--- config.mk ---
export PLATFORM = sky130hd
export DESIGN_NAME = mult_seq
export DESIGN_NICKNAME = d
export VERILOG_FILES = /design/src/rtl/mult_seq.sv
export SDC_FILE = /design/constraint.sdc
export NUM_CORES = 1
export LEC_CHECK = 0
export CELL_PAD_IN_SITES_DETAIL_PLACEMENT = 0
export CELL_PAD_IN_SITES_GLOBAL_PLACEMENT = 2
export CORE_UTILIZATION = 38
export CTS_CLUSTER_SIZE = 40
export DETAILED_ROUTE_END_ITERATION = 12
export PLACE_DENSITY_LB_ADDON = 0.1
export SYNTH_ARGS = -nofsm -noshare
export SYNTH_HDL_FRONTEND = slang
export SYNTH_SLANG_ARGS = --single-unit
--- constraint.sdc ---
create_clock -name clk -period 6.33 [get_ports clk]
set_input_delay 1.266 -clock clk [delete_from_list [all_inputs] [get_ports clk]]
set_output_delay 1.266 -clock clk [all_outputs]
set_load 0.1 [all_outputs]
--- src/rtl/mult_seq.sv ---
// Sequential shift-add multiplier with signed/unsigned modes.
// In: clk, rst_n, start, sign_mode, a, b. Out: busy, done, z, ZF.
module mult_seq #(
  parameter int WIDTH = 8
) (
  input  logic               clk,
  input  logic               rst_n,
  input  logic               start,
  input  logic               sign_mode,
  input  logic [WIDTH-1:0]   a,
  input  logic [WIDTH-1:0]   b,
  output logic               busy,
  output logic               done,
  output logic [2*WIDTH-1:0] z,
  output logic               ZF
);

  localparam int CW = $clog2(WIDTH + 1);

  typedef enum logic [1:0] {
    IDLE = 2'd0,
    CALC = 2'd1,
    FIN  = 2'd2
  } state_t;

  state_t             state_q, state_d;
  logic [2*WIDTH-1:0] acc_q, acc_d;
  logic [2*WIDTH-1:0] mcand_q, mcand_d;
  logic [WIDTH-1:0]   mplier_q, mplier_d;
  logic [CW-1:0]      cnt_q, cnt_d;
  logic               neg_q, neg_d;
  logic               done_q, done_d;
  logic [2*WIDTH-1:0] z_q, z_d;
  logic               zf_q, zf_d;

  logic [WIDTH-1:0]   a_mag;
  logic [WIDTH-1:0]   b_mag;
  logic [2*WIDTH-1:0] z_fin;

  // Unsigned WIDTH-bit magnitude holds 2^(WIDTH-1) exactly.
  always_comb begin
    a_mag = a;
    b_mag = b;
    if (sign_mode && a[WIDTH-1]) a_mag = -a;
    if (sign_mode && b[WIDTH-1]) b_mag = -b;
  end

  // Negating zero yields zero, so no negative zero.
  always_comb begin
    z_fin = acc_q;
    if (neg_q) z_fin = -acc_q;
  end

  always_comb begin
    state_d  = state_q;
    acc_d    = acc_q;
    mcand_d  = mcand_q;
    mplier_d = mplier_q;
    cnt_d    = cnt_q;
    neg_d    = neg_q;
    done_d   = 1'b0;
    z_d      = z_q;
    zf_d     = zf_q;
    unique case (state_q)
      IDLE: begin
        if (start) begin
          mcand_d  = {{WIDTH{1'b0}}, a_mag};
          mplier_d = b_mag;
          neg_d    = sign_mode & (a[WIDTH-1] ^ b[WIDTH-1]);
          acc_d    = '0;
          cnt_d    = '0;
          state_d  = CALC;
        end
      end
      CALC: begin
        // mcand_q is a << cnt_q; mplier_q[0] is b[cnt_q].
        if (mplier_q[0]) acc_d = acc_q + mcand_q;
        mcand_d  = mcand_q << 1;
        mplier_d = mplier_q >> 1;
        cnt_d    = cnt_q + CW'(1);
        if (cnt_q == CW'(WIDTH - 1)) state_d = FIN;
      end
      FIN: begin
        z_d     = z_fin;
        zf_d    = (z_fin == '0);
        done_d  = 1'b1;
        state_d = IDLE;
      end
      default: state_d = IDLE;
    endcase
  end

  always_ff @(posedge clk or negedge rst_n) begin
    if (!rst_n) begin
      state_q  <= IDLE;
      acc_q    <= '0;
      mcand_q  <= '0;
      mplier_q <= '0;
      cnt_q    <= '0;
      neg_q    <= 1'b0;
      done_q   <= 1'b0;
      z_q      <= '0;
      zf_q     <= 1'b1;
    end else begin
      state_q  <= state_d;
      acc_q    <= acc_d;
      mcand_q  <= mcand_d;
      mplier_q <= mplier_d;
      cnt_q    <= cnt_d;
      neg_q    <= neg_d;
      done_q   <= done_d;
      z_q      <= z_d;
      zf_q     <= zf_d;
    end
  end

  assign busy = (state_q != IDLE);
  assign done = done_q;
  assign z    = z_q;
  assign ZF   = zf_q;

endmodule

==> run metrics <==
status complete, no violations; Crit. End Element primary output; # setup viols final 0; met3 usage 2.69%; WP data arrival 2.01 ns; Post-Place Cell Area 0.00442 mm2; post-synthesis sequential area ratio 41.1%; crit path kind reg2out; Max stage delay on crit path 1.13 ns; die area 0.0108 mm2; initial core utilization 39.8%; TritonRoute pass-1 iters 4; setup ws final 3.05 ns; GRT Residual Overflow 0; Post-Synthesis Cell Area 0.00396 mm2; leakage power total 2.00 nW; ANT nets after route 0; Max stage delay cell, worst path clkdlybuf4s50_1; Clock Power Share 14.8%; CTS tree yes; power per standard cell area 554 mW/mm2; CTS Hold Buffers Added 0; Final Hold Slack 0.477 ns; drt initial violations 83; Cells after Synth 455; initial antenna violation count 0; clk_lat worst skew 0.35 ns; CP max FO 2; Root Driver clkbuf_8; post-synth cell types 52; multiplexer share of the synthesized area 1.04%; RSZ-0062 raised after global routing false; Cell Count, Final, Fillers Out 619; syn avg cell area 8.71 um2; Max Buffers Root-to-Sink 2; Post-Route WL 8.81 mm; main combinational cell family by area after synthesis compound AO/OA/AOI/OAI gates; area grow syn2layout 17.0%; pre-CTS WS 3.07 ns; nets 522; Port Buffers 38; Comb power frac 54.3%; Reg clk slew, reported paths 0.07 ns; global-route usage over all layers 17.4%; FP Rows 36; core box area 0.00995 mm2; Sinks on Clock Net 65; CP cell instances clkdlybuf4s50_1; max cap viols 0; I/O Pins 39; fin crit share 51.8%; switching share of total power 49.6%; Multi-input gate area 0.00218 mm2; fraction of registers with async set/reset 100%; fmax 0.305 GHz; crit-path leading delay family buffers and inverters; clock buffer count from CTS 9; EDFF count, synth 0; Final Slew Violations 0; switching pwr 1.27 mW; slew margin rel. 34.6%; final design utilization 46.6%; Seq cells post-synth 65; adder-cell share of the synthesized area 6.82%; Post-Route Skew 0.00597 ns; complex-gate fraction of the synthesized area 20.7%; n_diodes 0; CP required 5.06 ns; # resized after CTS 0; worst slew pin tran 0.977 ns; simple-gate share of the synthesized area 18.3%; Synthesized Nets 496; Pint 1.29 mW; Design Area, Final 0.00464 mm2; Post-Synth XOR/XNOR Area 8.18%; Worst VDD drop 0.343 mV; wire per inst 14.2 um; post-DP HPWL 6.42 mm; Die H 104 um; grt met2 use 30.5%; vias in the first global route 3028; Synth Warn # 0; DR DRC count 0; Die Wd 104 um; Reg power frac 30.9%; Final Critical Period 3.28 ns; Post-Place Cells 603; CP bufs+invs 1; H-tree depth 3; vias per cell 5.25; Top Usage Layer GRT met2; layout cell share with drive strength beyond 1 5.76%; # Post-CTS Setup Buffers 0; GR Layer Usage met1 21.1%; via count 3248; first-pass GRT wire length 14.9 mm; register area 0.00163 mm2; FILL cells 996; Synth Flop Type dfrtp_1; Fin Setup TNS 0 ns; Startpoint Class flip-flop; Hold Path Class reg2reg; largest net degree at the start of global routing 66; Pwr Total 2.57 mW; Fin. Hold Viols 0; GP Congestion 0.807
cell usage in the layout, fill, tap and decap left out, types with 3 or more instances in the layout:
master / synthesis / layout
a22oi_1: 13 / 13
nand2_1: 75 / 75
a22o_1: 3 / 3
nand2b_1: 6 / 6
ha_1: 20 / 20
mux2i_1: 3 / 3
xor2_1: 21 / 21
dfrtp_1: 64 / 64
clkbuf_8: 0 / 12
o21a_1: 5 / 5
inv_1: 12 / 12
a31oi_1: 4 / 4
nand3_1: 14 / 14
nor2b_1: 5 / 5
buf_4: 0 / 3
nand4_1: 3 / 3
xnor2_1: 16 / 16
o31ai_1: 6 / 6
nor2_1: 20 / 20
a21o_1: 6 / 6
o21ai_0: 66 / 66
nor3_1: 12 / 12
a21oi_1: 17 / 17
clkdlybuf4s50_1: 0 / 37
area by class of cell:
| cell class | instances | area share, % |
|---|---|---|
| multi-input combinational | 352 | 47.1 |
| clock buffer | 12 | 3.56 |
| timing repair buffer | 41 | 8.58 |
| clock inverter | 4 | 1.08 |
| sequential | 65 | 35.1 |
| inverter | 12 | 0.972 |
| tap | 133 | 3.59 |
power by group through the flow:
stage | registers (mW) | logic (mW) | clock network (mW)
floorplan | 1.02 | 0.864 | 0
global placement | 0.798 | 1.39 | 0
detailed placement | 0.804 | 1.41 | 0
CTS | 0.795 | 1.41 | 0.392
global route | 0.828 | 1.54 | 0.410
finish | 0.793 | 1.39 | 0.381
routing by layer:
metal,vias to the layer above,share of wire (%),routed length (um)
met3,12,2.3,203
met4,0,1.6,144
li1,1665,-,-
met2,50,49,4320
met5,-,0,0
met1,1521,47,4140
worst reg2reg max path, stage by stage, from the launching register on:
cell and delay (ns):
dfrtp_1 0.45, ha_1 0.38, a21o_1 0.18, a21oi_1 0.18, a21oi_1 0.12, o21ai_0 0.36, a31oi_1 0.24, or4b_2 0.66
a32oi_1 0.19
flip-flops by register name (all words and copies together) (netlist names):
register / count
mcand_q: 16
ZF: 1
cnt_q: 4
done: 1
neg_q: 1
state_q: 2
mplier_q: 8
z: 16
acc_q: 16
synth_stat cells, drive strengths merged (5+ instances only):
cell,count,share of area (%)
xor2,21,4.6
nand2,75,7.1
o31ai,6,1.1
nor2b,5,0.79
a22oi,13,2.5
a21o,6,1.1
inv,12,1.1
o21a,5,0.95
o21ai,66,8.3
nor3,12,1.5
clkbuf,22,2.1
nand2b,6,0.95
dfrtp,64,40
xnor2,16,3.5
nand3,14,1.8
nor2,20,1.9
a21oi,17,2.1
ha,20,6.3
worst paths after layout:
path / depth (start not counted) / startpoint / slack (ns) / end
max: 1 / ZF$_DFFE_PN1P_ / 3.05 / ZF
min in group asynchronous: 2 / rst_n / 1.10 / z[0]$_DFFE_PN0P_
max in group asynchronous: 2 / rst_n / 4.67 / mcand_q[4]$_DFFE_PN0P_
min reg2reg: 2 / z[12]$_DFFE_PN0P_ / 0.48 / z[12]$_DFFE_PN0P_
min: 2 / z[12]$_DFFE_PN0P_ / 0.48 / z[12]$_DFFE_PN0P_
max reg2reg: 8 / acc_q[3]$_DFFE_PN0P_ / 3.48 / acc_q[15]$_DFFE_PN0P_
cells by family after synthesis:
| group | count (synthesis) |
|---|---|
| xor gates and xnor gates | 37 |
| and+or+nand+nor | 155 |
| adders and majority gates | 21 |
| buffers and inverters | 38 |
| DFF | 65 |
| muxes | 4 |
| AOI/OAI and AO/OA | 135 |
Note: power is estimated with default switching activity, not from simulation.
